**src/rtl/add_unit_arbiter.sv**
```systemverilog
// add_unit_arbiter: round-robin arbiter in front of one shared WIDTH-bit adder.
// Ports:
//   real_clk, real_rst    clock; asynchronous active-high reset
//   req[3:0]              per-requester add request, held until gnt
//   op_a, op_b            packed operands, requester i at [i*WIDTH +: WIDTH]
//   gnt[3:0]              registered one-hot grant pulse
//   busy                  high whenever the unit is not idle
//   res_valid, res_ready  result handshake
//   res_id, res_data      owner index and sum
//   res_carry             raw carry-out of the add
// Define ADD_UNIT_ARB_SAT_EN to saturate res_data to all-ones on carry-out.
module add_unit_arbiter #(
    parameter int WIDTH = 3
) (
    input  logic               real_clk,
    input  logic               real_rst,
    input  logic [3:0]         req,
    input  logic [4*WIDTH-1:0] op_a,
    input  logic [4*WIDTH-1:0] op_b,
    output logic [3:0]         gnt,
    output logic               busy,
    output logic               res_valid,
    input  logic               res_ready,
    output logic [1:0]         res_id,
    output logic [WIDTH-1:0]   res_data,
    output logic               res_carry
);
    typedef enum logic [1:0] {IDLE, EXEC, DONE} state_t;
    state_t           state_q, state_d;
    logic [1:0]       ptr_q, ptr_d, id_q, id_d, rid_q, rid_d, win;
    logic [WIDTH-1:0] a_q, a_d, b_q, b_d, data_q, data_d;
    logic [3:0]       gnt_q, gnt_d;
    logic             valid_q, valid_d, carry_q, carry_d, grant, exec;
    logic [WIDTH:0]   sum;
    always_ff @(posedge real_clk or posedge real_rst) begin
        if (real_rst) begin
            state_q <= IDLE;
            ptr_q   <= 2'd3;
            id_q    <= '0;
            rid_q   <= '0;
            a_q     <= '0;
            b_q     <= '0;
            data_q  <= '0;
            gnt_q   <= '0;
            valid_q <= 1'b0;
            carry_q <= 1'b0;
        end else begin
            state_q <= state_d;
            ptr_q   <= ptr_d;
            id_q    <= id_d;
            rid_q   <= rid_d;
            a_q     <= a_d;
            b_q     <= b_d;
            data_q  <= data_d;
            gnt_q   <= gnt_d;
            valid_q <= valid_d;
            carry_q <= carry_d;
        end
    end
    always_comb begin
        state_d = (state_q == IDLE) ? (|req ? EXEC : IDLE) :
                  (state_q == EXEC) ? DONE :
                  (res_ready ? IDLE : DONE);
    end
    // Scan from farthest to nearest so the nearest requester after ptr_q wins.
    always_comb begin
        win = ptr_q;
        for (int k = 4; k >= 1; k--)
            if (req[ptr_q + 2'(k)]) win = ptr_q + 2'(k);
    end
    always_comb begin
        grant   = (state_q == IDLE) && |req;
        exec    = (state_q == EXEC);
        sum     = {1'b0, a_q} + {1'b0, b_q};
        gnt_d   = grant ? 4'b0001 << win : 4'b0000;
        ptr_d   = grant ? win : ptr_q;
        id_d    = grant ? win : id_q;
        a_d     = grant ? op_a[win*WIDTH +: WIDTH] : a_q;
        b_d     = grant ? op_b[win*WIDTH +: WIDTH] : b_q;
        valid_d = exec ? 1'b1 : ((state_q == DONE) && res_ready) ? 1'b0 : valid_q;
        rid_d   = exec ? id_q : rid_q;
        carry_d = exec ? sum[WIDTH] : carry_q;
`ifdef ADD_UNIT_ARB_SAT_EN
        data_d  = exec ? (sum[WIDTH] ? {WIDTH{1'b1}} : sum[WIDTH-1:0]) : data_q;
`else
        data_d  = exec ? sum[WIDTH-1:0] : data_q;
`endif
        busy    = (state_q != IDLE);
    end
    assign gnt       = gnt_q;
    assign res_valid = valid_q;
    assign res_id    = rid_q;
    assign res_data  = data_q;
    assign res_carry = carry_q;
endmodule
```
**config.mk**
```make
export PLATFORM = sky130hd
export DESIGN_NAME = add_unit_arbiter
export DESIGN_NICKNAME = d
export VERILOG_FILES = /design/src/rtl/add_unit_arbiter.sv
export SDC_FILE = /design/constraint.sdc
export NUM_CORES = 1
export LEC_CHECK = 0
export BUFFER_PORTS_ARGS = -buffer_cell sky130_fd_sc_hd__buf_2
export CORE_MARGIN = 2
export CORE_UTILIZATION = 44
export DETAILED_ROUTE_END_ITERATION = 10
export PLACE_DENSITY_LB_ADDON = 0.3
export SYNTH_ARGS = -nofsm -noshare
export SYNTH_HDL_FRONTEND = slang
export SYNTH_SLANG_ARGS = --single-unit
```
**constraint.sdc**
```tcl
create_clock -name real_clk -period 1.6 [get_ports real_clk]
set_input_delay 0.08 -clock real_clk [delete_from_list [all_inputs] [get_ports real_clk]]
set_output_delay 0.08 -clock real_clk [all_outputs]
set_load 0.02 [all_outputs]
```
== Yosys cells after proc, flatten, opt, wreduce, memory -nomap -nowiden ==
Cells that the tools add are included.

* Output and inout bits: 12
* Flip-flop bits (word level): 23
* Bits of input ports: 31
* Word-level logic and storage cells: 45

* Reduce and logical (&&, ||, !) cells: 6
* Add/subtract/negate cells: 4
* Eq/ne operators: 2
* Multipliers: 1
* Shift operators: 3
* Magnitude comparators: 3
* Muxes and demuxes: 16

{| class="wikitable"
|+ Operator list
! operator !! count
|-
| $shiftx A12 B5 Y3 || 2
|-
| $mux W2 || 6
|-
| $lt A2 B3 Y1 const B || 3
|-
| $bmux W1 S2 || 3
|-
| $mux W1 || 6
|-
| $add A2 B2 Y2 const B || 2
|-
| $add A3 B3 Y4 || 1
|-
| $mul A2 B2 Y4 const B || 1
|-
| $mux W4 || 1
|-
| $reduce_bool A2 Y1 || 2
|-
| $reduce_or A4 Y1 || 1
|-
| $shl A1 B2 Y4 const A || 1
|-
| $add A2 B1 Y2 const B || 1
|-
| $eq A2 B1 Y1 const B || 1
|-
| $eq A2 B2 Y1 const B || 1
|-
| $logic_and A1 B1 Y1 || 2
|-
| $logic_not A2 Y1 || 1
|}

== Logic depth before layout (Yosys ltp) ==
* Word-level depth: 8
* Mapped depth: 6
* Mapped depth without buffers: 5

== Worst setup path before layout ==
Ideal clock, no wire load.

* Kind: register -> register
* Start: register ptr_q[0]
* End: register a_q[0]
* Stages on the path, launching flop included: 7
* Arrival time: 1.586 ns
* Data required time: 1.472 ns
* Library setup time: 0.128 ns
* Buffers on the path: 1
* Setup slack: -0.114 ns
* Clock period less this slack: 1.714 ns
* Path through: dfstp_2 -> nor2b_1 -> or3b_1 -> a211o_1 -> buf_6 -> a221oi_2 -> nor3_1

* Cells in the longest elaborated chain, start to end: 8
* Elaborated cells between the ends (all ways): 14
* Those cells by class: add/sub: 3; mul: 1; shift: 1; mux: 9

{| class="wikitable"
|+ RTL lines
! item !! RTL line !! text
|-
| start, declared || 30 || <nowiki>logic [1:0] ptr_q, ptr_d, id_q, id_d, rid_q, rid_d, win;</nowiki>
|-
| start signal, assigned || 49 || <nowiki>ptr_q <= ptr_d;</nowiki>
|-
| $add A2 B2 Y2 || 69 || <nowiki>if (req[ptr_q + 2'(k)]) win = ptr_q + 2'(k);</nowiki>
|-
| $bmux W1 S2 || 69 ||
|-
| $mux W1 (implied by the code) || 69 ||
|-
| $mux W2 (2 in series) || 69 ||
|-
| $mux W2 * || 69 ||
|-
| $mul A2 B2 Y4 * || 78 || <nowiki>a_d = grant ? op_a[win*WIDTH +: WIDTH] : a_q;</nowiki>
|-
| $shiftx A12 B5 Y3 * || 78 ||
|-
| end signal, assigned || 41 || <nowiki>a_q <= '0;</nowiki>
|-
| end signal, assigned || 52 || <nowiki>a_q <= a_d;</nowiki>
|-
| end, declared || 31 || <nowiki>logic [WIDTH-1:0] a_q, a_d, b_q, b_d, data_q, data_d;</nowiki>
|}

Mark *: on every way between the ends. The rest lies on a longest branch, timed or not. The select of a mux whose other input is x is not followed.
A chain may end at the register's enable or synchronous reset.

== Worst setup path in the final report ==
Ends and elaborated chain as after synthesis.

==> results.cfg <==
[logic_synthesis]
synth_area_per_cell_um2 = 10.4
syn_inst = 121
yosys_warnings = 0
yosys_register_bits = 23
async_flop_share_pct = 100
synth_nets = 156
synth_flop_cell = dfrtp_1
synth_edf_count = 0
yosysUniqueCellTypes = 34
yosysSeqAreaShare_pct = 46.1
syn_area_um2 = 1250

[cells_and_area]
fin_nets = 208
n_antenna_cell = 0
fin_area_um2 = 1630
post-route-util_pct = 59.5
drive_above_1_share_pct = 42.4
area_growth_pct = 29.8

[place]
portBuffers = 42
dp_worst_setup_slack_ns = -0.203
hpwl_um = 2020
placed_area_um2 = 1560
globalplace.congestion = 0.720

[timing]
hold_viol = 0
drv_slew = 0
relSlewSlack_pct = 67.8
finalSetupViolations = 10
worst_pin_slew_ns = 0.479
fin_crit_sh_pct = 115
whs_ns = 0.0691
fmax_mhz = 545
skew_ns = 0.0121
rsz0062_at_grt = yes
finalWorstSetupSlack_ns = -0.236
period_needed_ns = 1.84

[clock_tree]
cts_tree = built
clock_latency_ns = 0.32
numCtsBuffers = 3
clock-sinks = 23
root_buffer = clkbuf_4
clk_pin_slew_ns = 0.13
clockBufferDepth = 2
h-tree-depth = 1

[route]
dr.pass1.iters = 2
antenna_left = 0
remaining_drc_errors = 0
routed_wl_um = 2650
drtIter0Drc = 24
vias = 1060
routed_via_density = 5.22
wire_per_inst_um = 13.1

[worst_setup_path]
crit_slowest_cell = dfstp_2
rr_worst_depth = 5
required_ns = 1.80
slowest_delay_ns = 0.58
critical_path_class = flop to flop
cp_top_family = compound AO/OA/AOI/OAI gates
crit_chain = nor2b_2, or3b_4, a211o_4, a221oi_2, nor3_1
crit_fanout = 8
rr_endpoint = a_q[0]
crit_path_start_kind = flop
worstPathArrival_ns = 2.04
r2r-start = ptr_q[0]
crit_buf_inv = 0
r2r_slack_ns = -0.24
cp-end-kind = flop

[hold_path]
min_to = b_q[2]
whs_path_depth = 3
hold_class = primary input to flop
min_from = op_b[11]

[die]
die_w_um = 57.4
initial_core_util_pct = 45.9
ios = 43
rows = 19
die_h_um = 57.4
dieArea_um2 = 3290
core_area_um2 = 2730

[global_routing]
grt_max_degree = 15
grt_pass1_vias = 1082
grt_usage_pct = 17.8
antenna_found_initial = 0
grt_first_pass_wirelength_um = 4550
overflow = 0

[run]
maxCapViolCount = 0

[power_and_ir_drop]
ir_worst_vdd_v = 0.00104
p_per_area_nw_per_um2 = 1860
leakage_nw = 0.797

[run_status]
violations = setup timing
run_status = finished with violations
-- synthesized netlist by cell type (2+ instances only) --
cell type | instances | area (µm²)
dfrtp_1 | 21 | 526
dfstp_2 | 2 | 52.6
o21bai_1 | 2 | 15.0
o21a_1 | 2 | 15.0
ha_1 | 3 | 37.5
and2b_1 | 7 | 52.6
nand2_1 | 3 | 11.3
buf_4 | 2 | 15.0
inv_1 | 6 | 22.5
a21oi_1 | 4 | 20.0
nor3_1 | 6 | 30.0
o21ai_0 | 5 | 25.0
a221oi_2 | 6 | 90.1
nor2b_1 | 9 | 56.3
mux2_2 | 3 | 33.8
clkbuf_1 | 2 | 7.51
a221oi_1 | 6 | 52.6
nor2_1 | 16 | 60.1
-- repair_timing --
| item | 4_1_cts | 5_1_grt |
|---|---|---|
| endpoints found under the setup margin | 10 | 10 |
| hold buffers | 2 | 0 |
| gates resized for setup | 3 | 4 |
| hold endpoints to repair | 9 | 0 |
| pin swaps | 0 | 2 |
| buffers inserted | 0 | 0 |
-- cells by family (layout without fill, tap and decap cells) --
group,Yosys count,in the layout,synth area share (%)
simple gates,50,50,21.8
buf+inv,12,63,4.89
mux,3,3,2.69
fa+ha+maj,4,4,4.59
flops,23,23,46.1
compound gates,28,28,19.3
xor+xnor,1,1,0.699
-- cell type report --
cell class,instances,area [µm²]
fill,250,1110
multi-input combinational,86,638
sequential,23,578
timing repair buffer,53,323
tap,31,38.8
clock buffer,3,22.5
inverter,6,22.5
clock inverter,1,5.00
-- how the worst max path moves through the flow --
stage,depth (start not counted),start,endpoint,slack (ns)
after floorplan,6,ptr_q[0],a_q[0],-0.08
after global placement,5,ptr_q[0],b_q[2],-0.16
after detailed placement,5,ptr_q[0],b_q[2],-0.20
after CTS,5,ptr_q[0],a_q[2],-0.19
after global routing,5,ptr_q[0],a_q[0],-0.29
final,5,ptr_q[0],a_q[0],-0.24
-- report_power, final --
group	switching, W	internal [W]	total [W]
Sequential	0.000155	0.000876	0.00103
Clock	0.000178	0.0000936	0.000272
Combinational	0.000947	0.000783	0.00173
Total	0.00128	0.00175	0.00303
-- sequential cells by signal, indices dropped and copies added, names as in the netlist --
signal / cells
res_carry: 1
res_id: 2
ptr_q: 2
gnt: 4
a_q: 3
id_q: 2
b_q: 3
state_q: 2
res_valid: 1
res_data: 3
-- tightest hold or removal path: stages --
cell and delay [ns]:
buf_2 0.07, a221oi_1 0.06, nor3_1 0.13
-- metal layers --
layer	vias to the layer above	global-route usage, %	wire [µm]
met1	493	21.9	1170
met5	-	0	0
met3	5	2.72	91
li1	534	-	-
met2	28	30.7	1350
met4	0	7.97	45
-- cells in the final DEF (no fill, tap or decap), drive strengths merged, types with 3 or more instances in the layout --
| cell | n |
|---|---|
| o21ai | 5 |
| buf | 51 |
| and2b | 7 |
| clkbuf | 3 |
| dfrtp | 21 |
| a21oi | 4 |
| nand2 | 3 |
| nor3 | 6 |
| inv | 6 |
| ha | 3 |
| nor2b | 9 |
| mux2 | 3 |
| nor2 | 16 |
| a221oi | 12 |
-- metrics by stage --
stage                     cells  setup TNS [ns]  power [W]
after global routing        203           -2.38    0.00329
final                       203           -2.01    0.00303
after CTS                   203           -1.65    0.00303
after detailed placement    197           -1.77    0.00273
after global placement      197           -1.45    0.00267
after floorplan             121          -0.470    0.00218
(Power assumes the default switching activity.)
